File: src/rtl/torus_eject_sink.sv
// ============================================================================
// Module  : torus_eject_sink
// Purpose : Torus NoC ejection sink. Accepts every flit and flags misroutes,
//           duplicates, out-of-range sequence numbers and late packets.
//           Returns one credit per flit and raises done after a quiet drain
//           window.
// Revision: 1.0 - initial release
// ============================================================================
`default_nettype none

module torus_eject_sink #(
   parameter int X_W       = 2,
   parameter int Y_W       = 2,
   parameter int D_W       = 28,
   parameter int N_PACKETS = 12,
   parameter int NODE_X    = 0,
   parameter int NODE_Y    = 0,
   parameter int DRAIN     = 8,
   parameter int X_MAX     = 1 << X_W,
   parameter int Y_MAX     = 1 << Y_W
) (
   input  logic           clk,
   input  logic           rst_n,
   input  logic           out_v,
   input  logic [D_W-1:0] out,
   input  logic           gen_done,
   output logic           credit_out,
   output logic           done,
   output logic [15:0]    rx_count,
   output logic [3:0]     err_flags,
   output logic [D_W-1:0] err_pkt
);

   localparam int SEQ_W = D_W - 2*X_W - 2*Y_W;
   localparam int BM_N  = X_MAX * Y_MAX * N_PACKETS;
   localparam int IDX_W = (BM_N > 1) ? $clog2(BM_N) : 1;
   localparam int CNT_W = (DRAIN > 1) ? $clog2(DRAIN) : 1;

   localparam logic [X_W-1:0]   C_NODE_X = X_W'(NODE_X);
   localparam logic [Y_W-1:0]   C_NODE_Y = Y_W'(NODE_Y);
   localparam logic [SEQ_W-1:0] C_NPK    = SEQ_W'(N_PACKETS);
   localparam logic [CNT_W-1:0] C_RELOAD = CNT_W'(DRAIN - 1);

   typedef enum logic [1:0] {
      ST_RUN   = 2'd0,
      ST_DRAIN = 2'd1,
      ST_DONE  = 2'd2
   } state_t;

   // Input stage
   logic           v_q;
   logic [D_W-1:0] flit_q;
   logic           gen_done_q;

   // Datapath state
   logic             credit_q;
   logic [15:0]      rx_count_q;
   logic [3:0]       err_flags_q;
   logic [D_W-1:0]   err_pkt_q;
   logic [BM_N-1:0]  seen_q;

   // Drain FSM
   state_t           st_q;
   logic [CNT_W-1:0] cnt_q;
   logic             done_q;

   // Flit field decode
   logic [X_W-1:0]   w_dst_x;
   logic [Y_W-1:0]   w_dst_y;
   logic [X_W-1:0]   w_src_x;
   logic [Y_W-1:0]   w_src_y;
   logic [SEQ_W-1:0] w_seq;
   logic [IDX_W-1:0] w_idx;
   logic             w_seq_ok;
   logic             w_mis;
   logic             w_dup;
   logic             w_late;
   logic [3:0]       w_err;

   assign w_dst_x  = flit_q[D_W-1 -: X_W];
   assign w_dst_y  = flit_q[D_W-X_W-1 -: Y_W];
   assign w_src_x  = flit_q[D_W-X_W-Y_W-1 -: X_W];
   assign w_src_y  = flit_q[D_W-2*X_W-Y_W-1 -: Y_W];
   assign w_seq    = flit_q[SEQ_W-1:0];

   // Bitmap slot: one block of N_PACKETS bits per source node
   assign w_idx    = IDX_W'({w_src_y, w_src_x}) * IDX_W'(N_PACKETS) + IDX_W'(w_seq);
   assign w_seq_ok = (w_seq < C_NPK);
   assign w_mis    = (w_dst_x != C_NODE_X) || (w_dst_y != C_NODE_Y);
   // Only consult the bitmap when the index is legal
   assign w_dup    = w_seq_ok && seen_q[w_idx];
   assign w_late   = (st_q == ST_DONE);
   assign w_err    = v_q ? {w_late, ~w_seq_ok, w_dup, w_mis} : 4'b0000;

   // Register the ejection port and gen_done so all checks work on stable inputs
   always_ff @(posedge clk or negedge rst_n) begin
      if (!rst_n) begin
         v_q        <= 1'b0;
         flit_q     <= '0;
         gen_done_q <= 1'b0;
      end else begin
         v_q        <= out_v;
         flit_q     <= out;
         gen_done_q <= gen_done;
      end
   end

   // Per-flit checking, counting, credit return and first-error capture
   always_ff @(posedge clk or negedge rst_n) begin
      if (!rst_n) begin
         credit_q    <= 1'b0;
         rx_count_q  <= '0;
         err_flags_q <= '0;
         err_pkt_q   <= '0;
         seen_q      <= '0;
      end else begin
         credit_q    <= v_q;
         err_flags_q <= err_flags_q | w_err;
         if (v_q) begin
            if (rx_count_q != 16'hFFFF) begin
               rx_count_q <= rx_count_q + 16'd1;
            end
            if (w_seq_ok) begin
               seen_q[w_idx] <= 1'b1;
            end
         end
         if ((err_flags_q == 4'b0000) && (|w_err)) begin
            err_pkt_q <= flit_q;
         end
      end
   end

   // Drain tracking: done only after DRAIN quiet cycles with gen_done held
   always_ff @(posedge clk or negedge rst_n) begin
      if (!rst_n) begin
         st_q   <= ST_RUN;
         cnt_q  <= '0;
         done_q <= 1'b0;
      end else begin
         case (st_q)
            ST_RUN: begin
               done_q <= 1'b0;
               if (gen_done_q) begin
                  st_q  <= ST_DRAIN;
                  cnt_q <= C_RELOAD;
               end
            end
            ST_DRAIN: begin
               if (!gen_done_q) begin
                  st_q <= ST_RUN;
               end else if (v_q) begin
                  cnt_q <= C_RELOAD;
               end else if (cnt_q == '0) begin
                  st_q   <= ST_DONE;
                  done_q <= 1'b1;
               end else begin
                  cnt_q <= cnt_q - CNT_W'(1);
               end
            end
            ST_DONE: begin
               if (!gen_done_q) begin
                  st_q   <= ST_RUN;
                  done_q <= 1'b0;
               end else if (v_q) begin
                  st_q   <= ST_DRAIN;
                  cnt_q  <= C_RELOAD;
                  done_q <= 1'b0;
               end
            end
            default: begin
               st_q   <= ST_RUN;
               done_q <= 1'b0;
            end
         endcase
      end
   end

   assign credit_out = credit_q;
   assign done       = done_q;
   assign rx_count   = rx_count_q;
   assign err_flags  = err_flags_q;
   assign err_pkt    = err_pkt_q;

endmodule

`default_nettype wire

File: config.mk
export PLATFORM = sky130hd
export DESIGN_NAME = torus_eject_sink
export DESIGN_NICKNAME = d
export VERILOG_FILES = /design/src/rtl/torus_eject_sink.sv
export SDC_FILE = /design/constraint.sdc
export NUM_CORES = 1
export LEC_CHECK = 0
export ABC_AREA = 1
export BUFFER_PORTS_ARGS = -buffer_cell sky130_fd_sc_hd__buf_2
export CAP_MARGIN = 20
export CORE_MARGIN = 10
export CORE_UTILIZATION = 55
export DETAILED_ROUTE_END_ITERATION = 10
export PLACE_DENSITY = 0.84
export SKIP_CTS_REPAIR_TIMING = 1
export SYNTH_ARGS = -nofsm -noshare
export SYNTH_HDL_FRONTEND = slang
export SYNTH_SLANG_ARGS = --single-unit
export TNS_END_PERCENT = 10
File: constraint.sdc
create_clock -name clk -period 2.9 [get_ports clk]
set_input_delay 0.87 -clock clk [delete_from_list [all_inputs] [get_ports clk]]
set_output_delay 0.87 -clock clk [all_outputs]
set_load 0.03 [all_outputs]
==> impl_metrics.ini <==
[final_layout]
nFillCells = 1520
drive_above_1_share = 0.178
syn2layout_area_growth_pct = 20.5
fin_cells = 1882
final_nets = 1629

[drt]
postRouteAntennaNets = 0
viasPerCell = 5.59
wirelength_um = 33900
drtIter0Drc = 920
num_vias = 10500
drcViolationCount = 0
post_drt_wl_per_cell_um = 18.0
first_pass_iters = 7

[sta]
final.min_clock_period_ns = 3.42
tns_ns = -58.03
hold_viol = 0
worst_hold_slack_ns = 0.240
max_freq_mhz = 293
setup_viol = 221
period_share = 1.18
max_slew.worst_pin.slew_ns = 0.991
maxSlewHeadroom = 0.338
slew_violations = 0
rsz0062_at_grt = yes
clock_skew_ns = 0.0134
fin_ws_ns = -0.518

[synth]
netlist_area_um2 = 12300
synthArstFlopShare = 1.00
synth_flop_cell = dfrtp_1
yosys_warnings = 0
synthAdderAreaFrac = 0.0164
ys_types = 30
synth_edf_count = 0
synth_xor_area_frac = 0.0156
synthTopCellsByArea = dfrtp_1, nand2_1, o21ai_0
syn-num-nets = 1516
yosys.area_share.simple = 0.203
synth_top_area_share = 0.561
synth_top_family_by_area = simple AND/OR/NAND/NOR gates
synth_mux_area_frac = 0
avgSynthCellArea_um2 = 8.40
synthCells = 1469
synth_compound_area_frac = 0.114
synth_most_common_cell = nand2_1
synth_common_cells = nand2_1, dfrtp_1, inv_1
synth_top_area_cell = dfrtp_1
ys_ff_latch = 277
synth-seq-area-share = 0.561

[status]
status = finished, violations left
violations = negative setup slack

[placement]
dpl.cell_count = 1818
hpwl_um = 20200
place_ws_ns = -0.248
portBuffers = 81
gp_congestion = 0.882

[pwr]
fin_total_pwr_w = 0.00968
pwr-share-comb = 0.201
p_sw_frac = 0.297
switchingPower_w = 0.00288
p_int_w = 0.00680
power_density_nw_per_um2 = 651
power.share.clock = 0.375
peakVddDrop_uv = 643
p_seq_frac = 0.424
p_leak_nw = 7.71

[cts]
clkTransAtPathRegs_ns = 0.06
cts-root-buf = clkbuf_16
cts_buffers = 29
cts_tree = built
htree_levels = 1
cts.sinks = 277
clk-insertion-delay-late_ns = 0.55
clock_path_buffers = 3

[run]
maxCapViolCount = 0

[min_path]
hp-class = in -> async

[floorplan]
die_y_um = 170
io_pins = 82
dieArea_um2 = 28800
core-area_um2 = 22000
die_w_um = 170
start_util = 0.562
row_count = 54

[worst_setup_path]
ff2ff_path_depth = 20
crit_start = flit_q[23]
crit_arrival_ns = 3.84
crit_path_max_fanout = 6
r2r-start = flit_q[23]
crit_required_ns = 3.32
start_kind = flip-flop
end_kind = flip-flop
criticalPathCategory = reg -> reg

[grt]
antenna_found_initial = 1
grt_overflow = 0
grt_pass1_vias = 10400
grt_max_degree = 132
grt_util_all_layers = 0.217
grt_pass1_wl_um = 52000
worst max-delay path, stage by stage (launching register included):
cell	delay, ns
dfrtp_1	0.40
ha_2	0.22
inv_1	0.06
fa_2	0.53
inv_1	0.07
ha_4	0.28
nand3_2	0.09
nand3_4	0.12
xor2_4	0.20
inv_2	0.10
nand2_4	0.09
nor2_1	0.06
nor2_1	0.15
nand2_1	0.08
nand2_1	0.09
nand4_2	0.13
nand2_2	0.15
nand2_4	0.12
clkbuf_16	0.20
nand2_1	0.07
nand2_1	0.07
flip-flops by register name, summed over array words and instances, names as in the netlist:
signal and flops:
seen_q 192, gen_done_q 1, st_q 2, done 1
err_flags 4, credit_out 1, err_pkt 28, rx_count 16
cnt_q 3, v_q 1, flit_q 28
worst paths after layout:
check                              endpoint  slack [ns]
worst max-delay path            err_pkt[23]       -0.52
worst min-delay path             seen_q[31]        0.24
worst max register to register  err_pkt[23]       -0.52
worst min register to register  seen_q[150]        0.44
max in group asynchronous       seen_q[111]        1.86
min in group clk                 flit_q[25]        0.42
layer usage:
layer  track usage  share of wire  vias up
met2         0.371           0.50      513
met1         0.283           0.40     5120
li1              -              -     4769
met5             0              0        -
met4        0.0691          0.034        0
met3        0.0285          0.072      111
metrics by stage:
stage	utilization	cell area, um2
6_report	0.677	14900
5_1_grt	0.677	14900
4_1_cts	0.651	14300
3_5_place_dp	0.608	13300
3_3_place_gp	0.608	13300
2_1_floorplan	-	12300
placed cells by master (no fill, tap or decap), drive strengths merged:
cell type,netlist,final
a21oi,4,4
o21bai,46,46
nor3b,1,1
clkinv,0,7
nor3,11,11
buf,34,150
a21o,1,1
nand4,4,4
ha,13,13
diode,0,1
o21ai,201,201
nor4,4,4
nand2,516,516
fa,2,2
bufinv,0,1
xor2,17,17
nand3,41,41
a2bb2oi,1,1
nor2,58,58
o41ai,1,1
xnor2,5,5
clkbuf,36,43
or2,3,3
dfrtp,277,277
inv,192,193
a31oi,1,1
layout make-up:
cell class                      count  area, um2  area share
Inverter                          192        721      0.0485
Clock inverter                      9       73.8     0.00496
Sequential cell                   277       6940       0.466
Clock buffer                       41        871      0.0586
Antenna cell                        1       2.50    0.000168
Tap cell                          280        350      0.0236
Timing Repair Buffer              152       1230      0.0830
Multi-Input combinational cell    930       4680       0.315
cells by family (layout without fill, tap and decap cells):
family	count (synthesis)	in the layout
flops	277	277
other cells	0	1
compound gates	255	255
simple gates	638	638
buf+inv	262	394
xor+xnor	22	22
fa+ha+maj	15	15
power by group through the flow:
stage / clock (W) / combinational [W] / sequential [W]
floorplan: 0 / 0.000728 / 0.00432
global placement: 0 / 0.00153 / 0.00416
detailed placement: 0 / 0.00157 / 0.00416
CTS: 0.00366 / 0.00158 / 0.00409
global route: 0.00383 / 0.00208 / 0.00411
finish: 0.00363 / 0.00195 / 0.00410
(Power assumes the default switching activity.)
